File: config.mk
export PLATFORM = sky130hd
export DESIGN_NAME = rename_flat
export DESIGN_NICKNAME = d
export VERILOG_FILES = /design/src/rtl/rename_if.sv /design/src/rtl/rename.sv /design/src/flat_wrapper.sv
export SDC_FILE = /design/constraint.sdc
export NUM_CORES = 1
export LEC_CHECK = 0
export CORE_MARGIN = 2
export CORE_UTILIZATION = 55
export DETAILED_ROUTE_END_ITERATION = 6
export GPL_ROUTABILITY_DRIVEN = 0
export HOLD_SLACK_MARGIN = 0.05
export PLACE_DENSITY = 0.72
export SYNTH_ARGS = -nofsm -noshare
export SYNTH_HDL_FRONTEND = slang
export SYNTH_SLANG_ARGS = --single-unit
export TNS_END_PERCENT = 30
File: constraint.sdc
create_clock -name clk -period 27 [get_ports clk]
set_clock_uncertainty 0.15 [all_clocks]
set_input_delay 4.05 -clock clk [delete_from_list [all_inputs] [get_ports clk]]
set_output_delay 4.05 -clock clk [all_outputs]
set_load 0.02 [all_outputs]
File: src/rtl/rename_if.sv
// Rename request/response bundle between the issue stage and the rename block.
interface rename_if;
   logic       issue_valid;
   logic [4:0] rd;
   logic [4:0] rs1;
   logic [4:0] rs2;
   logic       retire_valid;
   logic [5:0] retire_phys_reg;
   logic [5:0] phys_rd;
   logic [5:0] phys_rs1;
   logic [5:0] phys_rs2;
   logic       free_list_empty;

   modport master (
      output issue_valid, rd, rs1, rs2, retire_valid, retire_phys_reg,
      input  phys_rd, phys_rs1, phys_rs2, free_list_empty
   );

   modport slave (
      input  issue_valid, rd, rs1, rs2, retire_valid, retire_phys_reg,
      output phys_rd, phys_rs1, phys_rs2, free_list_empty
   );
endinterface

File: src/rtl/rename.sv
// Register rename: 32-entry RAT plus a 64-deep circular free list of
// physical registers. reset_n is active-high despite its name.
module rename (
   input logic     clk,
   input logic     reset_n,
   rename_if.slave bus
);
   logic [5:0] r_rat [32];
   logic [5:0] r_fl  [64];
   logic [5:0] r_head;
   logic [5:0] r_tail;
   logic [6:0] r_count;
   logic [5:0] r_phys_rd;
   logic [5:0] r_phys_rs1;
   logic [5:0] r_phys_rs2;

   logic       w_alloc;
   logic       w_free;

   // Allocation only draws on entries already in the list before this edge,
   // so a retire in the same cycle cannot rescue an issue while empty.
   assign w_alloc = bus.issue_valid && (bus.rd != '0) && (r_count != '0);
   assign w_free  = bus.retire_valid && (bus.retire_phys_reg != '0) && (r_count != 7'd64);

   assign bus.phys_rd         = r_phys_rd;
   assign bus.phys_rs1        = r_phys_rs1;
   assign bus.phys_rs2        = r_phys_rs2;
   assign bus.free_list_empty = (r_count == '0);

   // Registered rename results; sources read the RAT before this edge's update.
   always_ff @(posedge clk or posedge reset_n) begin
      if (reset_n) begin
         r_phys_rd  <= '0;
         r_phys_rs1 <= '0;
         r_phys_rs2 <= '0;
      end else if (bus.issue_valid) begin
         r_phys_rs1 <= r_rat[bus.rs1];
         r_phys_rs2 <= r_rat[bus.rs2];
         r_phys_rd  <= w_alloc ? r_fl[r_head] : '0;
      end
   end

   // RAT: identity mapping out of reset, rd remapped to the allocated head entry.
   always_ff @(posedge clk or posedge reset_n) begin
      if (reset_n) begin
         for (int unsigned i = 0; i < 32; i++) begin
            r_rat[i] <= 6'(i);
         end
      end else if (w_alloc) begin
         r_rat[bus.rd] <= r_fl[r_head];
      end
   end

   // Free-list storage: physical registers 32..63 are free out of reset.
   always_ff @(posedge clk or posedge reset_n) begin
      if (reset_n) begin
         for (int unsigned i = 0; i < 64; i++) begin
            r_fl[i] <= (i < 32) ? 6'(i + 32) : '0;
         end
      end else if (w_free) begin
         r_fl[r_tail] <= bus.retire_phys_reg;
      end
   end

   // Free-list pointers and occupancy; net count change covers issue and retire together.
   always_ff @(posedge clk or posedge reset_n) begin
      if (reset_n) begin
         r_head  <= '0;
         r_tail  <= 6'd32;
         r_count <= 7'd32;
      end else begin
         if (w_alloc) begin
            r_head <= r_head + 6'd1;
         end
         if (w_free) begin
            r_tail <= r_tail + 6'd1;
         end
         r_count <= r_count + {6'd0, w_free} - {6'd0, w_alloc};
      end
   end
endmodule

File: src/flat_wrapper.sv
// flat-port wrapper written by rule: the top's interface ports become plain ports
module rename_flat 
  (clk, reset_n, bus_issue_valid, bus_rd, bus_rs1, bus_rs2, bus_retire_valid, bus_retire_phys_reg, bus_phys_rd, bus_phys_rs1, bus_phys_rs2, bus_free_list_empty);
  rename_if bus_i ();
  input logic clk;
  input logic reset_n;
  input wire logic [$bits(bus_i.issue_valid)-1:0] bus_issue_valid;
  input wire logic [$bits(bus_i.rd)-1:0] bus_rd;
  input wire logic [$bits(bus_i.rs1)-1:0] bus_rs1;
  input wire logic [$bits(bus_i.rs2)-1:0] bus_rs2;
  input wire logic [$bits(bus_i.retire_valid)-1:0] bus_retire_valid;
  input wire logic [$bits(bus_i.retire_phys_reg)-1:0] bus_retire_phys_reg;
  output wire logic [$bits(bus_i.phys_rd)-1:0] bus_phys_rd;
  output wire logic [$bits(bus_i.phys_rs1)-1:0] bus_phys_rs1;
  output wire logic [$bits(bus_i.phys_rs2)-1:0] bus_phys_rs2;
  output wire logic [$bits(bus_i.free_list_empty)-1:0] bus_free_list_empty;
  assign bus_i.issue_valid = bus_issue_valid;
  assign bus_i.rd = bus_rd;
  assign bus_i.rs1 = bus_rs1;
  assign bus_i.rs2 = bus_rs2;
  assign bus_i.retire_valid = bus_retire_valid;
  assign bus_i.retire_phys_reg = bus_retire_phys_reg;
  assign bus_phys_rd = bus_i.phys_rd;
  assign bus_phys_rs1 = bus_i.phys_rs1;
  assign bus_phys_rs2 = bus_i.phys_rs2;
  assign bus_free_list_empty = bus_i.free_list_empty;
  rename u_core (.clk(clk), .reset_n(reset_n), .bus(bus_i));
endmodule
==> results.txt <==
The max-slew violation count came out at 0. The number of library cell types mapped by synthesis came out at 60. Setup violations remaining at the end of the flow were counted as 0.

CTS placed an instance of sky130_fd_sc_hd__clkbuf_16 at the clock tree root. Across the VDD grid, the largest voltage drop is between 0.08 and 0.09 mV. The placeable core region is 57590 sq um. The leakage component of the power came out at roughly 15 nW. Summing over every cut layer, the via total after detailed routing is roughly 23k.

The power per cell area is approximately 110 nW/um^2. The vertical die dimension came out at around 250 um. The critical path goes through clkdlybuf4s50_1 > inv_8 > buf_4 > buf_12 > buf_4. The total die area is between 60000 and 70000 sq um. Setup repair after global routing left no endpoint under its margin. The average cell area after synthesis came out at roughly 12 sq um. The setup path with the least slack is of type input pin to async pin. Of the synthesized area, sequential elements account for 0.4874.

The number of nets in the synthesized netlist came out at ~2.6k. The HPWL after detailed placement is between 50 and 60 mm. On the critical path the largest part of the delay comes from buffers and inverters. The clock transition at the registers of the reported paths is roughly 0.060 ns.

The final hold slack came out at 0.2479 ns. The share of total power dissipated in the clock network is 0.241. The combinational share of power came out at 0.371. The count of antenna diodes in the layout is 0. For this run, the top clock speed supported by timing is 139.3 MHz. The boundary pin count is 44. The slack of the worst reg-to-reg path is ~22 ns. Of the total power, the share spent switching nets is 0.3831. The sequential fraction of design power came out at 0.388. The category of the worst setup path capture point is an async pin. The count of max-cap constraint violations came out at 0. The shortest period the worst path allows is 7.180 ns.

After detailed routing, the number of remaining DRC violations is 0. The count of endpoints failing hold in the final timing report came to 0. The count of buffer and inverter cells on the critical path came out at 5. The data arrival time at the worst-slack endpoint came out at 7.64 ns.

The leading register cell type out of synthesis is sky130_fd_sc_hd__dfrtp_1. The longest clock path from root to sink contains 3 buffers. The highest net fanout along the worst path came out at roughly 170. Global routing finished with a remaining overflow of 0.

With fillers left out, the area of the finished cells amounts to 34760 sq um. Entering global routing, the biggest net connects 194 pins. By instance count, the cell type seen most on the critical path is sky130_fd_sc_hd__buf_4.

The final total negative setup slack is 0 ns. The initial antenna violation count was 1. The cell area after synthesis came out at around 32000 sq um. TritonCTS built the clock tree.

The number of hold buffers added after CTS is 0. The iteration count of the initial detailed-routing pass came out at 7. The area growth from synthesis to layout is 8.723%.

The total number of nets in the final design is roughly 2.6k. The violation count after the first detailed-routing iteration came out at about 2.8k. On the critical path, the stage with the largest delay is an instance of sky130_fd_sc_hd__buf_4. The largest area contributor in the netlist is sky130_fd_sc_hd__dfrtp_1.

For this run, the number of Yosys warnings is 0. The total cell area at the placement stage came out at between 30000 and 40000 sq um. The horizontal die dimension came out at about 250 um.

The worst pin sits at a relative slew slack of 0.1241. The global-route wire length before repair is 139.3 mm. The path class of the lowest-slack min-delay path is register to register. The total power is 3.818 mW. The worst-margin pin slew is between 1 and 1.5 ns.

The total wire length is between 80 and 90 mm. The number of clock sinks came out at roughly 600. Of the cells placed in the final design, the portion with a size suffix greater than 1 is 0.3894. The number of global-route vias before repair was ~23k. The run finished with clean final reports. Gates resized during post-CTS repair numbered 0.

The post-detailed-route count of antenna-violating nets came out at 0. The CTS H-tree depth is 3. STA puts the critical path data required time at between 20 and 30 ns. The post-CTS repair timing setup buffer count came out at 0. For this run, the total global-route usage over all layers was measured as 0.3021.

After synthesis, the share of flip-flops with an asynchronous set or reset is 1.000. The synthesized design contains between 600 and 700 register bits. The count of buffers added on input and output ports is 43. STA classifies the critical path startpoint as an input pin.

After floorplanning, the core was divided into just under 90 placement rows. The fraction of the cycle the final worst path needs is 0.2659. For this configuration, the core starts out at a cell density of 0.5552.

Clock latency on the worst-skew pair, taken at its later pin, is 0.62 ns. The cell internal power dissipation came out at 2.356 mW. By area the synthesized netlist is led by sky130_fd_sc_hd__dfrtp_1 (33%), sky130_fd_sc_hd__dfstp_2 (16%), sky130_fd_sc_hd__mux2_2 (14%).

The delay of the slowest cell on the worst path came out at 0.85 ns. The routed via count divided by cell count came out at between 6 and 7. The number of buffers inserted during clock tree synthesis is 67. The gate count of the mapped netlist is between 2k and 3k. For this design the total switching power over the nets is approximately 1.5 mW. The end-of-flow core utilization came out at 0.6036. The number of flops mapped to enable cells by yosys is 0. The average wire per cell in the routed design came out at around 27 um. The area share of the leading cell type in the synthesized netlist came out at 0.3280.
[per-stage QoR]
step	cells	setup WS [ns]
final	3333	19.82
after global routing	3333	19.22
after CTS	3333	19.66
after detailed placement	3209	19.01
after global placement	3209	19.15
after floorplan	2569	5.958
[kinds of logic after synthesis]
group / synth area share
mux: 0.2925
flops: 0.4874
xor+xnor: 0.004383
compound gates: 0.03209
fa+ha+maj: 0.004931
simple gates: 0.1401
buf+inv: 0.03859
[final cells by class]
| type | instances | area, sq um |
|---|---|---|
| repair buffers | 88 | 743.2 |
| clock buffers | 105 | 2062 |
| flip-flops and latches | 613 | 15590 |
| inverters | 20 | 82.58 |
| well taps | 765 | 957.2 |
| multi-input cells | 1723 | 15170 |
| fillers | 4357 | 22830 |
| clock inverters | 19 | 158.9 |
[worst register-to-register path, cell delays in order, from the launching register on]
cell	delay, ns
sky130_fd_sc_hd__dfrtp_4	0.92
sky130_fd_sc_hd__buf_4	0.84
sky130_fd_sc_hd__mux4_2	0.65
sky130_fd_sc_hd__a22oi_2	0.25
sky130_fd_sc_hd__nand4_2	1.02
sky130_fd_sc_hd__nand2_1	0.33
sky130_fd_sc_hd__o221ai_1	0.19
[metal layers]
layer | wire length, um | track usage
met1 | 34620 | 0.4027
met2 | 41180 | 0.4664
met3 | 9293 | 0.07369
met4 | 4478 | 0.1463
met5 | 7 | 0
[worst paths after layout]
check,start,end,cells after the start
min reg2reg,u_core.r_rat[190],u_core.r_rat[190],0
max,reset_n,u_core.r_fl[83],5
min,u_core.r_rat[190],u_core.r_rat[190],0
min in group asynchronous,reset_n,u_core.r_rat[189],2
max reg2reg,u_core.r_head[0],u_core.bus.phys_rd[3],6
max in group clk,bus_rd[3],u_core.r_count[6],13
[layout by cell type, fill, tap and decap left out, types with 8 or more instances in the layout]
master,synthesis,final
sky130_fd_sc_hd__nand3_2,21,21
sky130_fd_sc_hd__mux4_1,9,9
sky130_fd_sc_hd__a22oi_1,12,12
sky130_fd_sc_hd__o22a_1,10,10
sky130_fd_sc_hd__xor2_1,8,8
sky130_fd_sc_hd__dfstp_2,194,194
sky130_fd_sc_hd__a21oi_1,16,16
sky130_fd_sc_hd__nand3_1,458,458
sky130_fd_sc_hd__dfrtp_1,419,417
sky130_fd_sc_hd__xnor2_1,8,8
sky130_fd_sc_hd__clkinv_2,0,10
sky130_fd_sc_hd__o21ai_0,31,31
sky130_fd_sc_hd__mux2_2,405,405
sky130_fd_sc_hd__buf_4,12,45
sky130_fd_sc_hd__clkbuf_1,116,16
sky130_fd_sc_hd__mux4_2,184,184
sky130_fd_sc_hd__ha_1,11,11
sky130_fd_sc_hd__a22oi_2,9,9
sky130_fd_sc_hd__nor2_1,61,60
sky130_fd_sc_hd__nor3_1,33,33
sky130_fd_sc_hd__o2111ai_1,18,18
sky130_fd_sc_hd__mux2i_1,40,40
sky130_fd_sc_hd__buf_2,48,9
sky130_fd_sc_hd__clkbuf_16,0,69
sky130_fd_sc_hd__clkdlybuf4s50_1,0,32
sky130_fd_sc_hd__nand2b_1,8,8
sky130_fd_sc_hd__inv_1,19,18
sky130_fd_sc_hd__nand2_1,294,294
sky130_fd_sc_hd__clkbuf_8,0,20
sky130_fd_sc_hd__nand4_1,11,11
[synth_stat cells, types with 6 or more instances]
master,count
sky130_fd_sc_hd__nand3_1,458
sky130_fd_sc_hd__dfrtp_1,419
sky130_fd_sc_hd__mux2_2,405
sky130_fd_sc_hd__nand2_1,294
sky130_fd_sc_hd__dfstp_2,194
sky130_fd_sc_hd__mux4_2,184
sky130_fd_sc_hd__clkbuf_1,116
sky130_fd_sc_hd__nor2_1,61
sky130_fd_sc_hd__buf_2,48
sky130_fd_sc_hd__mux2i_1,40
sky130_fd_sc_hd__nor3_1,33
sky130_fd_sc_hd__o21ai_0,31
sky130_fd_sc_hd__buf_6,23
sky130_fd_sc_hd__nand3_2,21
sky130_fd_sc_hd__inv_1,19
sky130_fd_sc_hd__o2111ai_1,18
sky130_fd_sc_hd__a21oi_1,16
sky130_fd_sc_hd__a22oi_1,12
sky130_fd_sc_hd__buf_4,12
sky130_fd_sc_hd__ha_1,11
sky130_fd_sc_hd__nand4_1,11
sky130_fd_sc_hd__o22a_1,10
sky130_fd_sc_hd__a22oi_2,9
sky130_fd_sc_hd__buf_1,9
sky130_fd_sc_hd__mux4_1,9
sky130_fd_sc_hd__nand2b_1,8
sky130_fd_sc_hd__xnor2_1,8
sky130_fd_sc_hd__xor2_1,8
sky130_fd_sc_hd__a221oi_1,7
sky130_fd_sc_hd__and3b_1,6
sky130_fd_sc_hd__nor3b_1,6
[power by group through the flow]
stage	sequential, mW	clock, mW	combinational [mW]
6_report	1.48	0.921	1.42
5_1_grt	1.51	0.968	1.47
4_1_cts	1.47	0.931	1.38
3_5_place_dp	1.49	0	1.37
3_3_place_gp	1.46	0	1.34
2_1_floorplan	1.40	0	1.05
[sequential cells by signal, summed over array words and instances, names as in the netlist]
| signal | flops |
|---|---|
| u_core.r_head | 6 |
| u_core.r_rat | 192 |
| u_core.r_count | 7 |
| u_core.bus.phys_rs1 | 6 |
| u_core.bus.phys_rd | 6 |
| u_core.r_tail | 6 |
| u_core.bus.phys_rs2 | 6 |
| u_core.r_fl | 384 |
Power figures use the tool's default switching activity.
